==> src/rtl/lane_merge4.sv <==
// lane_merge4: four valid/ready lanes merged round-robin into one lane-tagged output stream
module lane_merge4 #(
  parameter int WIDTH = 1
) (
  input  logic               clk,
  input  logic               rst_n,
  input  logic [3:0]         in_valid,
  input  logic [4*WIDTH-1:0] in_data,
  output logic [3:0]         in_ready,
  output logic               out_valid,
  output logic [WIDTH-1:0]   out_data,
  output logic [1:0]         out_lane,
  input  logic               out_ready,
  output logic               busy
);
  logic [3:0]       full;
  logic [WIDTH-1:0] buf_data [4];
  logic [1:0]       ptr, gnt;
  logic             has, load;
  assign in_ready = {4{rst_n}} & ~full;
  assign load     = ~out_valid | out_ready;
  assign busy     = |full | out_valid;
  always_comb begin
    gnt = 2'd0;
    has = 1'b0;
    for (int k = 3; k >= 0; k--) begin
      gnt = full[ptr + 2'(k)] ? ptr + 2'(k) : gnt;
      has = has | full[ptr + 2'(k)];
    end
  end
  always_ff @(posedge clk or negedge rst_n) begin
    if (!rst_n) begin
      full      <= '0;
      ptr       <= '0;
      out_valid <= 1'b0;
      out_data  <= '0;
      out_lane  <= '0;
      for (int i = 0; i < 4; i++) buf_data[i] <= '0;
    end else begin
      for (int i = 0; i < 4; i++) begin
        if (in_valid[i] && in_ready[i]) begin
          full[i]     <= 1'b1;
          buf_data[i] <= in_data[i*WIDTH +: WIDTH];
        end
      end
      if (load) begin
        out_valid <= has;
        if (has) begin
          out_data  <= buf_data[gnt];
          out_lane  <= gnt;
          full[gnt] <= 1'b0;
          ptr       <= gnt + 2'd1;
        end
      end
    end
  end
endmodule

==> config.mk <==
export PLATFORM = sky130hd
export DESIGN_NAME = lane_merge4
export DESIGN_NICKNAME = d
export VERILOG_FILES = /design/src/rtl/lane_merge4.sv
export SDC_FILE = /design/constraint.sdc
export NUM_CORES = 1
export LEC_CHECK = 0
export ABC_AREA = 1
export ABC_CLOCK_PERIOD_IN_PS = 3000
export CAP_MARGIN = 10
export CORE_UTILIZATION = 40
export DETAILED_ROUTE_END_ITERATION = 10
export PLACE_DENSITY_LB_ADDON = 0.2
export SETUP_SLACK_MARGIN = 0.3
export SLEW_MARGIN = 0
export SYNTH_ARGS = -nofsm -noshare
export SYNTH_HDL_FRONTEND = slang
export SYNTH_SLANG_ARGS = --single-unit
==> constraint.sdc <==
create_clock -name clk -period 3 [get_ports clk]
set_clock_uncertainty 0.05 [all_clocks]
set_input_delay 0.75 -clock clk [delete_from_list [all_inputs] [get_ports clk]]
set_output_delay 0.75 -clock clk [all_outputs]
set_load 0.05 [all_outputs]
==> results_dict.tcl <==
set metrics [dict create \
    endpoint_kind "output pin" \
    antenna_left 0 \
    die-width_um 48.1 \
    synth_top_family_by_area "simple AND/OR/NAND/NOR gates" \
    finalSetupViolCount 0 \
    synth_area_leaders "dfrtp_1 (41%), nand2_1 (19%), inv_1 (8.0%)" \
    pwr-share-clk_pct 9.3 \
    outcome "complete, no violations" \
    diodes 0 \
    hold_path.class "reg2reg" \
    ys_types 16 \
    top_level_ports 20 \
    place_ws_ns 0.440 \
    post-dp-hpwl_um 1470 \
    pwr-share-comb_pct 66.4 \
    rows 16 \
    synth_mux_area_share_pct 0 \
    hold_viol_final 0 \
    portBuffers 19 \
    worstHoldEndpoint "out_lane[0]" \
    drive_gt1_share_pct 14.8 \
    synth_cells 126 \
    worstPathRequired_ns 2.20 \
    intPower_w 0.000703 \
    startpoint_type "primary input" \
    fp.dieArea_um2 2310 \
    hold_buffers 0 \
    min_from "out_lane[0]" \
    design_area_um2 1140 \
    clock_path_buffers 2 \
    rsz0062_at_grt "no" \
    swShare_pct 52.4 \
    antenna_found_initial 0 \
    p_leak_nw 0.612 \
    start_util_pct 42.8 \
    reg2reg_depth 6 \
    synthArstFlopShare_pct 100 \
    hold_depth 2 \
    seqPwrFrac_pct 24.2 \
    dr.first_iter.drc_count 12 \
    cts_max_level 1 \
    r2r_setup_slack_ns 1.18 \
    cap_viol_max_count 0 \
    seq_area_frac_synth_pct 41.3 \
    viasPerCell 4.65 \
    grt_pass1_wl_um 2920 \
    gr-total-overflow 0 \
    max_slew_margin_pct 64.5 \
    timing.fmax_ghz 0.388 \
    drtPass1Iterations 5 \
    r2r_end "ptr[1]" \
    cp.arrival_ns 1.78 \
    synth_top_area_share_pct 41.3 \
    cts_root_buf "clkbuf_4" \
    dr_total_vias 818 \
    wl_um 1860 \
    yosys_warnings 0 \
    synth_adder_area_share_pct 0 \
    gp_congestion 0.808 \
    synth_xor_xnor_area_share_pct 0 \
    place_area_um2 1110 \
    vdd_drop_max_uv 730 \
    path_class "in2out" \
    period_needed_ns 2.58 \
    cts_resized 1 \
    grt_start_max_net_pins 15 \
    cts_sinks 14 \
    wire_per_inst_um 10.5 \
    num-fill-cells 192 \
    synth-edff-count 0 \
    worst_slack_ns 0.422 \
    cts_buffers 3 \
    syn_area_um2 848 \
    clock_latency_ns 0.28 \
    ys_seq_elements 14 \
    grt_usage_pct 18.6 \
    drcViolationCount 0 \
    cts.clk_slew.worst_paths_ns 0.08 \
    setup-tns-final_ns 0 \
    slew_violations 0 \
    layout.nets 161 \
    syn_nets 137 \
    cts_setup_buffers 0 \
    fin_crit_sh_pct 85.9 \
    area_growth_pct 34.8 \
    synth_common_cells "nand2_1 (42), inv_1 (18), nor2_1 (15)" \
    synthSimpleGateAreaFrac_pct 40.4 \
    crit_fanout 4 \
    hold_ws_ns 0.444 \
    syn_avg_cell_area_um2 6.73 \
    powerDensity_nw_per_um2 1290 \
    cts_tree "built" \
    timing.rr.start "full[0]" \
    die_h_um 48.1 \
    synth_most_common_cell "nand2_1" \
    worst_pin_slew_ns 0.528 \
    first_global_vias 681 \
    synth_top_area_cell "dfrtp_1" \
    synth-compound-area-share_pct 7.08 \
    switchingPower_w 0.000775 \
    core_um2 1980 \
    synthFlopType "dfrtp_1" \
]
worst max-delay path, cell delays in order:
cell and delay (ns):
clkdlybuf4s50_1 0.50, inv_1 0.09, nor2_1 0.25, buf_12 0.18
cells by family (layout without fill, tap and decap cells):
| logic type | count (synthesis) | after routing |
|---|---|---|
| AND/OR/NAND/NOR | 79 | 79 |
| buffers and inverters | 22 | 45 |
| flip-flops | 14 | 14 |
| AO/OA/AOI/OAI | 11 | 11 |
power by group through the flow:
stage	clock network [W]	registers, W	logic (W)
after detailed placement	0	0.000361	0.000977
after floorplan	0	0.000409	0.000681
final	0.000138	0.000358	0.000982
after global placement	0	0.000362	0.000959
after CTS	0.000140	0.000358	0.000987
after global routing	0.000150	0.000371	0.00109
sequential cells by signal, indices dropped and copies added (netlist names):
register,cells
out_lane,2
full,4
out_data,1
buf_data,4
ptr,2
out_valid,1
layer usage:
layer  vias to the layer above  part of all wire, %  track usage (%)
li1                        432                    -                -
met1                       364                   49             27.1
met2                        22                   47             28.1
met3                         0                  4.3             3.77
met4                         0                    0             5.00
met5                         -                    0                0
cells in the final DEF, fill, tap and decap left out:
cell type / n
buf_12: 4
inv_6: 1
nand2_4: 1
o21ai_0: 2
o21ai_1: 1
nand2_1: 42
nor4_1: 1
clkdlybuf4s50_1: 14
dfrtp_1: 14
dlygate4sd2_1: 1
a21oi_1: 6
nand3_1: 10
nand2_2: 9
inv_2: 2
clkbuf_4: 3
nor3_1: 1
clkbuf_8: 1
a22oi_1: 2
nor2_1: 15
inv_1: 18
buf_4: 1
layout make-up:
class	count	area, um^2	area share, %
sequential	14	350	30.6
timing repair buffer	20	236	20.7
inverter	21	83.8	7.33
clock buffer	4	36.3	3.17
tap	27	33.8	2.95
multi-input combinational	90	403	35.2
through the flow:
stage                     std cells  total power (W)  util (%)
after floorplan                 126          0.00109         -
after global routing            176          0.00161      57.7
after global placement          172          0.00132      55.9
final                           176          0.00148      57.7
after CTS                       176          0.00148      57.7
after detailed placement        172          0.00134      55.9
worst max path at each step:
stage	start	end	slack (ns)
finish	rst_n	in_ready[1]	0.42
global route	full[0]	busy	0.36
CTS	rst_n	in_ready[1]	0.42
detailed placement	rst_n	in_ready[1]	0.44
global placement	rst_n	in_ready[1]	0.45
floorplan	rst_n	in_ready[0]	0.72
Note: power is estimated with default switching activity, not from simulation.
==> RTL edit, RTL diff (same settings) <==
Make the reset (`rst_n`) synchronous in one clocked block.
--- a/src/rtl/lane_merge4.sv
+++ b/src/rtl/lane_merge4.sv
@@ -28,7 +28,7 @@
       has = has | full[ptr + 2'(k)];
     end
   end
-  always_ff @(posedge clk or negedge rst_n) begin
+  always_ff @(posedge clk) begin
     if (!rst_n) begin
       full      <= '0;
       ptr       <= '0;
Check against the original RTL: differs if rst_n is asserted again (counterexample within 4 cycles, from zero or initial values and one cycle with rst_n low); with rst_n held inactive, the same outputs for 10 cycles.
==> RTL edit against the unedited design <==
Critical path depth did not move. Sequential cell count unchanged. Total power fell by 6.8%. Area after synthesis is 1.6% lower. Wire length is 7.0% higher. Cell area decreased by 1.2%. Setup slack better by 0.0024 ns. Critical endpoint is now in_ready[0].
==> RTL edit: results <==
[grt]
grt_start_max_net_pins = 12
use_met3_pct = 2.264
grtUsageMet1_pct = 22.83
grt.total_usage_pct = 19.88
use_met2_pct = 37.81
grt_pass1_vias = 757
grt_pass1_wl_mm = 3.105

[detailed_routing]
drtIter0Drc = 30
viasPerCell = 4.924
wl_met2_mm = 1.006
m1WireLength_um = 885
wire_per_inst_um = 11.61
wirelength_mm = 1.985
dr.max_layer_used = "met4"
wl_met3_um = 61

[setup_path]
r2r_end = "out_data$_SDFFE_PN0P_"
worstPathArrival_ns = 1.78
r2r_start = "ptr[0]$_SDFFE_PN0P_"
crit_slowest_cell = "clkdlybuf4s50_1"
worst_r2r_path_depth = 13
reg2reg_slack_ns = 1.11
slowest_delay_ns = 0.47
worstPathMaxFanout = 6

[synth]
ys.flop_type = "dfxtp_1"
synthArstFlopShare_pct = 0
yosysWarnings = 0
netlist_top_cells_count = "nand2_1 (23), inv_1 (14), nor2_1 (14), dfxtp_1 (13)"
synth-compound-area-share_pct = 12.44
synth_nets = 133
ys_seq_area_share_pct = 34.78
syn_avg_cell_area_sq_um = 6.841
synth.distinct_cells = 23
ys_top_cells_by_area = "dfxtp_1 (31%), nand2_1 (10%), inv_1 (6.3%), nor2_1 (6.3%), nand2_2 (6.0%)"
yosys.area_share.adder_pct = 0
synthXorXnorAreaFrac_pct = 0
synth_edf_count = 1

[clock_tree]
htree_levels = 1
clockBufferDepth = 2
clockRootBuffer = "clkbuf_4"

[cells_and_area]
fin_nets = 156
drive_gt1_share_pct = 27.08

[pwr]
p_comb_share_pct = 66.0
power.total_uw = 1377
seq-power_uw = 331
internal-power_uw = 648.1
ir_worst_vdd_mv = 0.8299
p_leak_uw = 0.0005399

[placement]
routabilityCongestion = 0.7929
dp_hpwl_mm = 1.529
dpl_cell_area_sq_mm = 0.001095
dp.cells = 167
pre_cts_slack_ns = 0.4144

[hold_path]
hold_end = "buf_data[1]$_DFF_P_"
hold_path_depth = 2
min_from = "buf_data[1]$_DFF_P_"

[sta]
slew_headroom_pct = 66.13
holdWs_ns = 0.4202

[status]
status = "completed"
## RTL edit: layout make-up
| cell class | count | area [sq um] |
|---|---|---|
| Fill cell | 208 | 832.0 |
| Tap cell | 27 | 33.78 |
| Inverter | 23 | 86.33 |
| Timing Repair Buffer | 21 | 244.0 |
| Clock buffer | 4 | 36.28 |
| Sequential cell | 14 | 290.3 |
| Multi-Input combinational cell | 82 | 439.2 |
## RTL edit: worst max path at each step
stage | start | end | slack (ns) | depth (start not counted)
2_1_floorplan | rst_n | in_ready[0] | 0.69 | 2
3_3_place_gp | rst_n | in_ready[0] | 0.43 | 4
3_5_place_dp | rst_n | in_ready[0] | 0.41 | 4
4_1_cts | rst_n | in_ready[0] | 0.42 | 4
5_1_grt | rst_n | in_ready[3] | 0.36 | 4
6_report | rst_n | in_ready[0] | 0.42 | 4
## RTL edit: worst min-delay path, stage by stage, from the launching register on
cell	delay (ns)
dfxtp_1	0.32
nand2_1	0.06
a21oi_1	0.06
